$ cat src/rtl/seven_seg_scan_driver.sv
// seven_seg_scan_driver
// ---------------------
// Time-multiplexed hex driver for a common-anode 7-segment bank of DIGITS
// digits. One digit is addressed per slot of DIV clock cycles. The first GUARD
// cycles of every slot are kept dark so the previous digit's segment pattern
// cannot ghost onto the next anode.
//
// The displayed value is double-buffered. A load goes to a pending buffer, and
// the pending buffer is promoted to the active buffer only at the last cycle of
// a frame, so a frame never shows a mix of two values.
//
// Optional build macro: SEVSEG_DIM_EN
//   Adds a brightness[3:0] input and a free-running 4-bit phase counter. A digit
//   is then lit only while phase < brightness.
//
// Parameters:
//   DIGITS : number of scanned digits (1..16)
//   DIV    : clock cycles per digit slot (>= 2)
//   GUARD  : dark cycles at the start of each slot (0 <= GUARD < DIV)
//
// Ports:
//   clk         : system clock
//   reset       : synchronous reset, active-high
//   load        : one-cycle strobe that captures value/dp_in into the pending buffer
//   value       : hex nibbles; nibble i drives digit i, and digit 0 is rightmost
//   dp_in       : decimal point request per digit (1 = lit), captured with value
//   digit_en    : live per-digit enable (0 = digit dark)
//   lz_blank    : live leading-zero blanking enable
//   brightness  : (SEVSEG_DIM_EN only) live duty control, 0 = dark, 15 = 15/16
//   CA          : segments a..g on CA[6]..CA[0], active-low
//   DP          : decimal point, active-low
//   AN          : digit anodes, active-low
//   frame_start : one-cycle pulse in the first cycle of each scan frame
module seven_seg_scan_driver #(
   parameter int DIGITS = 8,
   parameter int DIV    = 100000,
   parameter int GUARD  = 16
) (
   input  logic                  clk,
   input  logic                  reset,
   input  logic                  load,
   input  logic [4*DIGITS-1:0]   value,
   input  logic [DIGITS-1:0]     dp_in,
   input  logic [DIGITS-1:0]     digit_en,
   input  logic                  lz_blank,
`ifdef SEVSEG_DIM_EN
   input  logic [3:0]            brightness,
`endif
   output logic [6:0]            CA,
   output logic                  DP,
   output logic [DIGITS-1:0]     AN,
   output logic                  frame_start
);

   localparam int CW = (DIV > 1) ? $clog2(DIV) : 1;
   localparam int IW = (DIGITS > 1) ? $clog2(DIGITS) : 1;
   localparam logic [CW-1:0] CNT_LAST = CW'(DIV - 1);
   localparam logic [IW-1:0] IDX_LAST = IW'(DIGITS - 1);
   localparam logic [CW-1:0] GUARD_C  = CW'(GUARD);

   // Hex-to-segment decode (active-low, a..g = bit 6..0).
   function automatic logic [6:0] seg_decode(input logic [3:0] nib);
      logic [6:0] seg;
      case (nib)
         4'h0:    seg = 7'b0000001;
         4'h1:    seg = 7'b1001111;
         4'h2:    seg = 7'b0010010;
         4'h3:    seg = 7'b0000110;
         4'h4:    seg = 7'b1001100;
         4'h5:    seg = 7'b0100100;
         4'h6:    seg = 7'b0100000;
         4'h7:    seg = 7'b0001111;
         4'h8:    seg = 7'b0000000;
         4'h9:    seg = 7'b0000100;
         4'hA:    seg = 7'b0001000;
         4'hB:    seg = 7'b1100000;
         4'hC:    seg = 7'b0110001;
         4'hD:    seg = 7'b1000010;
         4'hE:    seg = 7'b0110000;
         4'hF:    seg = 7'b0111000;
         default: seg = 7'b1111111;
      endcase
      return seg;
   endfunction

   logic [CW-1:0]         cnt_q, cnt_d;
   logic [IW-1:0]         idx_q, idx_d;
   logic [4*DIGITS-1:0]   act_val_q, act_val_d;
   logic [DIGITS-1:0]     act_dp_q, act_dp_d;
   logic [4*DIGITS-1:0]   pend_val_q, pend_val_d;
   logic [DIGITS-1:0]     pend_dp_q, pend_dp_d;
   logic                  pend_vld_q, pend_vld_d;
   logic [6:0]            ca_q, ca_d;
   logic                  dp_q, dp_d;
   logic [DIGITS-1:0]     an_q, an_d;
   logic                  fs_q, fs_d;
`ifdef SEVSEG_DIM_EN
   logic [3:0]            phase_q, phase_d;
`endif

   logic                  boundary_s;
   logic [3:0]            nib_s;
   logic                  sel_dp_s;
   logic                  sel_en_s;
   logic                  upper_nz_s;
   logic                  blank_s;
   logic                  lit_s;

   // Slot counter and digit index; the frame boundary is the last cycle of the last slot.
   always_comb begin
      boundary_s = (cnt_q == CNT_LAST) && (idx_q == IDX_LAST);
      cnt_d      = cnt_q + CW'(1);
      idx_d      = idx_q;
      if (cnt_q == CNT_LAST) begin
         cnt_d = '0;
         if (idx_q == IDX_LAST) begin
            idx_d = '0;
         end else begin
            idx_d = idx_q + IW'(1);
         end
      end else begin
         idx_d = idx_q;
      end
`ifdef SEVSEG_DIM_EN
      phase_d = phase_q + 4'd1;
`endif
   end

   // Double buffer: a load coincident with the boundary bypasses the pending copy.
   always_comb begin
      act_val_d  = act_val_q;
      act_dp_d   = act_dp_q;
      pend_val_d = pend_val_q;
      pend_dp_d  = pend_dp_q;
      pend_vld_d = pend_vld_q;
      if (boundary_s) begin
         if (load) begin
            act_val_d = value;
            act_dp_d  = dp_in;
         end else if (pend_vld_q) begin
            act_val_d = pend_val_q;
            act_dp_d  = pend_dp_q;
         end else begin
            act_val_d = act_val_q;
            act_dp_d  = act_dp_q;
         end
         pend_vld_d = 1'b0;
      end else if (load) begin
         pend_val_d = value;
         pend_dp_d  = dp_in;
         pend_vld_d = 1'b1;
      end else begin
         pend_vld_d = pend_vld_q;
      end
   end

   // Select the current digit and decide whether it is lit this cycle.
   always_comb begin
      nib_s      = 4'h0;
      sel_dp_s   = 1'b0;
      sel_en_s   = 1'b0;
      upper_nz_s = 1'b0;
      // One-hot OR mux; upper_nz_s flags any nonzero nibble at or above idx.
      for (int i = 0; i < DIGITS; i++) begin
         nib_s      = nib_s | ((IW'(i) == idx_q) ? act_val_q[4*i +: 4] : 4'h0);
         sel_dp_s   = sel_dp_s | ((IW'(i) == idx_q) && act_dp_q[i]);
         sel_en_s   = sel_en_s | ((IW'(i) == idx_q) && digit_en[i]);
         upper_nz_s = upper_nz_s | ((IW'(i) >= idx_q) && (act_val_q[4*i +: 4] != 4'h0));
      end
      blank_s = lz_blank && (idx_q != '0) && !upper_nz_s;
      lit_s   = (cnt_q >= GUARD_C) && sel_en_s && !blank_s
`ifdef SEVSEG_DIM_EN
                && (phase_q < brightness)
`endif
                ;
   end

   // Next values of the registered pins.
   always_comb begin
      ca_d = lit_s ? seg_decode(nib_s) : 7'h7F;
      dp_d = lit_s ? ~sel_dp_s : 1'b1;
      fs_d = boundary_s;
      an_d = '1;
      for (int i = 0; i < DIGITS; i++) begin
         an_d[i] = ~(lit_s && (IW'(i) == idx_q));
      end
   end

   // State and output registers with synchronous reset.
   always_ff @(posedge clk) begin
      if (reset) begin
         cnt_q      <= '0;
         idx_q      <= '0;
         act_val_q  <= '0;
         act_dp_q   <= '0;
         pend_val_q <= '0;
         pend_dp_q  <= '0;
         pend_vld_q <= 1'b0;
         ca_q       <= 7'h7F;
         dp_q       <= 1'b1;
         an_q       <= '1;
         fs_q       <= 1'b0;
`ifdef SEVSEG_DIM_EN
         phase_q    <= 4'd0;
`endif
      end else begin
         cnt_q      <= cnt_d;
         idx_q      <= idx_d;
         act_val_q  <= act_val_d;
         act_dp_q   <= act_dp_d;
         pend_val_q <= pend_val_d;
         pend_dp_q  <= pend_dp_d;
         pend_vld_q <= pend_vld_d;
         ca_q       <= ca_d;
         dp_q       <= dp_d;
         an_q       <= an_d;
         fs_q       <= fs_d;
`ifdef SEVSEG_DIM_EN
         phase_q    <= phase_d;
`endif
      end
   end

   assign CA          = ca_q;
   assign DP          = dp_q;
   assign AN          = an_q;
   assign frame_start = fs_q;

endmodule

$ cat config.mk
export PLATFORM = sky130hd
export DESIGN_NAME = seven_seg_scan_driver
export DESIGN_NICKNAME = d
export VERILOG_FILES = /design/src/rtl/seven_seg_scan_driver.sv
export SDC_FILE = /design/constraint.sdc
export NUM_CORES = 1
export LEC_CHECK = 0
export ABC_AREA = 1
export CAP_MARGIN = 20
export CORE_ASPECT_RATIO = 1.1
export CORE_MARGIN = 5
export CORE_UTILIZATION = 48
export CTS_CLUSTER_DIAMETER = 120
export DETAILED_ROUTE_END_ITERATION = 10
export PLACE_DENSITY_LB_ADDON = 0.1
export SLEW_MARGIN = 15
export SYNTH_ARGS = -nofsm -noshare
export SYNTH_HDL_FRONTEND = slang
export SYNTH_SLANG_ARGS = --single-unit
$ cat constraint.sdc
create_clock -name clk -period 2.4 [get_ports clk]
set_input_delay 0.36 -clock clk [delete_from_list [all_inputs] [get_ports clk]]
set_output_delay 0.36 -clock clk [all_outputs]
set_load 0.05 [all_outputs]
==> results.tsv, run 1 <==
metric	value	unit
fp.dieH	128.1	um
antenna_left	0	
finalHoldViolations	0	
grt_max_degree	84	
critPathCaptureType	flop	
max_cap_viol_count	0	
post_cts_buffers	0	
outcome	finished, final reports clean	
finalSetupViolCount	0	
swShare	0.2141	
clock_sinks	118	
core_region_area	0.01254	mm2
synth_edf_count	0	
drcViolationCount	0	
drive_gt1_frac	0.05826	
max_freq	455.0	MHz
relSlewSlack	0.6659	
switchingPower	1.054	mW
dpl.cell_count	1172	
startpoint	idx_q[0]	
synth_nets	1038	
clk_pin_slew_worst_paths	0.05	ns
r2r_slack	0.20	ns
drt_pre_antenna_iters	5	
cp_max_fo	11	
die_area	0.01502	mm2
cts_resized	0	
viasPerCell	4.684	
post-route-util	0.5903	
cts-root-buf	clkbuf_16	
synthTopCellsByArea	dfxtp_1 (39%), nand2_1 (18%), nor2_1 (14%)	
cp-start-kind	flop	
worstHoldEndpoint	pend_vld_q	
grt_usage	0.1844	
start_util	0.4851	
cts_buffer_depth	2	
clk_latency	0.42	ns
pin_count	69	
syn_to_final_growth	21.69	%
instances_no_fill	1204	
grt_pass1_wl	22730	um
wirelength	13910	um
rows	43	
rsz0062_at_grt	no	
finalCritPeriodShare	0.9158	
yosysTopAreaCell	dfxtp_1	
setup-tns-final	0	ns
vias	5640	
syn_inst	977	
r2r_cells	12	
hold_class	in -> reg	
dieWidth	117.3	um
hold_buffers	0	
hold_path_depth	3	
ys_seq_area_frac	0.3885	
placement.io_buffers	68	
tightest_slew	0.4996	ns
finalPower	4.923	mW
grt_pass1_vias	4834	
gr-total-overflow	0	
synth_top_area_share	0.3885	
multi_input_area	0.002993	mm2
antenna_found_initial	0	
synth.ff_latch_count	118	
pwr-share-comb	0.066	
syn_avg_cell_area	6.224	um2
clock_power_share	0.522	
yosys_warnings	0	
power.density	665.3	mW/mm2
regArea	0.002362	mm2
p_leak	3.604	nW
rr_startpoint	idx_q[0]	
wl_per_cell	11.55	um
cts_tree	done	
synth-async-reset-ratio	0	
num-fill-cells	1280	
drt_iter0_drc	424	
critical_path_class	reg -> reg	
diodes	0	
fin_nets	1095	
place.gp.congestion	0.9068	
min_from	load	
ir_drop	0.0004703	V
reg2reg_to	CA[3]	
yosys.cell_types.count	32	
cp.arrival	2.47	ns
skew	0.007346	ns
synth_ff_type	dfxtp_1	
min_period	2.198	ns
cts_inserted_buffers	17	
syn-cell-area	0.006081	mm2
drv_slew	0	
critical_path_required	2.68	ns
place.detailed.hpwl	9541	um
intPower	3.869	mW
p_seq_frac	0.412	
cts_max_level	4	
==> registers in the layout, summed over array words and instances (netlist names) <==
name,count
pend_vld_q,1
act_val_q,32
pend_dp_q,8
AN,8
cnt_q,17
DP,1
pend_val_q,32
act_dp_q,8
idx_q,3
frame_start,1
CA,7
==> power by group through the flow <==
stage	clock [mW]	sequential (mW)	combinational [mW]
after CTS	2.62	2.03	0.328
after floorplan	0	2.07	0.201
after global placement	0	2.07	0.324
final	2.57	2.03	0.325
after global routing	2.71	2.03	0.370
after detailed placement	0	2.07	0.325
==> per-stage QoR <==
| stage | instance area [um2] | hold WS (ns) | setup slack (ns) |
|---|---|---|---|
| 6_report | 7400 | 0.2923 | 0.2021 |
| 5_1_grt | 7400 | 0.3085 | 0.003109 |
| 4_1_cts | 7400 | 0.2627 | 0.2329 |
| 3_5_place_dp | 6797 | 0.4491 | 0.2418 |
| 3_3_place_gp | 6797 | 0.4454 | 0.2732 |
| 2_1_floorplan | 6081 | 0.4300 | 0.3623 |
==> critical path, stage by stage, from the launching register on <==
cell	delay, ns
dfxtp_1	0.32
inv_1	0.13
ha_1	0.42
nand2_1	0.12
o21ai_0	0.17
nor2_1	0.08
nand2_1	0.16
inv_1	0.11
ha_1	0.20
nand3_1	0.11
nand2_1	0.06
nand2_1	0.07
nand3_1	0.09
==> cell families after synthesis <==
logic type      Yosys count  synth area share
compound gates           66           0.05617
xor+xnor                  4          0.005762
fa+ha+maj                 9           0.01852
buf+inv                 161            0.1193
flops                   118            0.3885
simple gates            619            0.4117
==> Yosys cell counts, types with 3 or more instances <==
library cell	n
a21oi_1	13
buf_1	3
buf_2	16
buf_4	3
buf_6	12
clkbuf_1	10
dfxtp_1	118
ha_1	9
inv_1	113
inv_2	4
nand2_1	299
nand3_1	55
nand4_1	16
nor2_1	232
nor3_1	3
nor3_2	3
o21ai_0	49
or2_2	3
xor2_1	3
==> final cells by class <==
class	instances	area share
well taps	157	0.02655
multi-input cells	698	0.4045
inverters	117	0.05935
flip-flops and latches	118	0.3192
clock inverters	8	0.01640
clock buffers	24	0.06510
repair buffers	82	0.1089
==> worst max-delay path by stage <==
stage | end | depth (start not counted) | slack [ns]
finish | CA[3] | 12 | 0.20
floorplan | CA[5] | 14 | 0.36
CTS | CA[3] | 12 | 0.23
global route | CA[1] | 12 | 0.003
global placement | CA[3] | 11 | 0.27
detailed placement | CA[3] | 12 | 0.24
==> per-layer routing <==
metal	global-route usage	up-vias	routed length [um]
li1	-	3082	-
met1	0.2485	2403	6902
met2	0.2823	136	6044
met3	0.04722	19	706
met4	0.07509	0	256
met5	0	-	0
==> placed cells by master, fill, tap and decap left out, drive strengths merged <==
cell | synthesis | final
o21ai | 49 | 49
nor3b | 1 | 1
o221ai | 1 | 1
nor3 | 6 | 6
dfxtp | 118 | 118
nand4 | 17 | 17
clkinvlp | 0 | 1
nor2 | 234 | 234
xor2 | 3 | 3
bufinv | 0 | 3
o22ai | 1 | 1
nand3 | 56 | 56
nand2 | 301 | 301
o21a | 1 | 1
a21oi | 14 | 14
xnor2 | 1 | 1
ha | 9 | 9
inv | 117 | 117
buf | 34 | 15
clkinv | 0 | 4
or2 | 4 | 4
clkbuf | 10 | 24
clkdlybuf4s50 | 0 | 67
(Power assumes the default switching activity.)
==> run 2: changes to the inputs <==
--- a/config.mk
+++ b/config.mk
@@ -13,6 +13,7 @@
 export CTS_CLUSTER_DIAMETER = 120
 export DETAILED_ROUTE_END_ITERATION = 10
 export PLACE_DENSITY_LB_ADDON = 0.1
+export SKIP_LAST_GASP = 1
 export SLEW_MARGIN = 15
 export SYNTH_ARGS = -nofsm -noshare
 export SYNTH_HDL_FRONTEND = slang
==> results of run 2 <==
The final DEF is identical to that of run 1; final timing and power are the same.
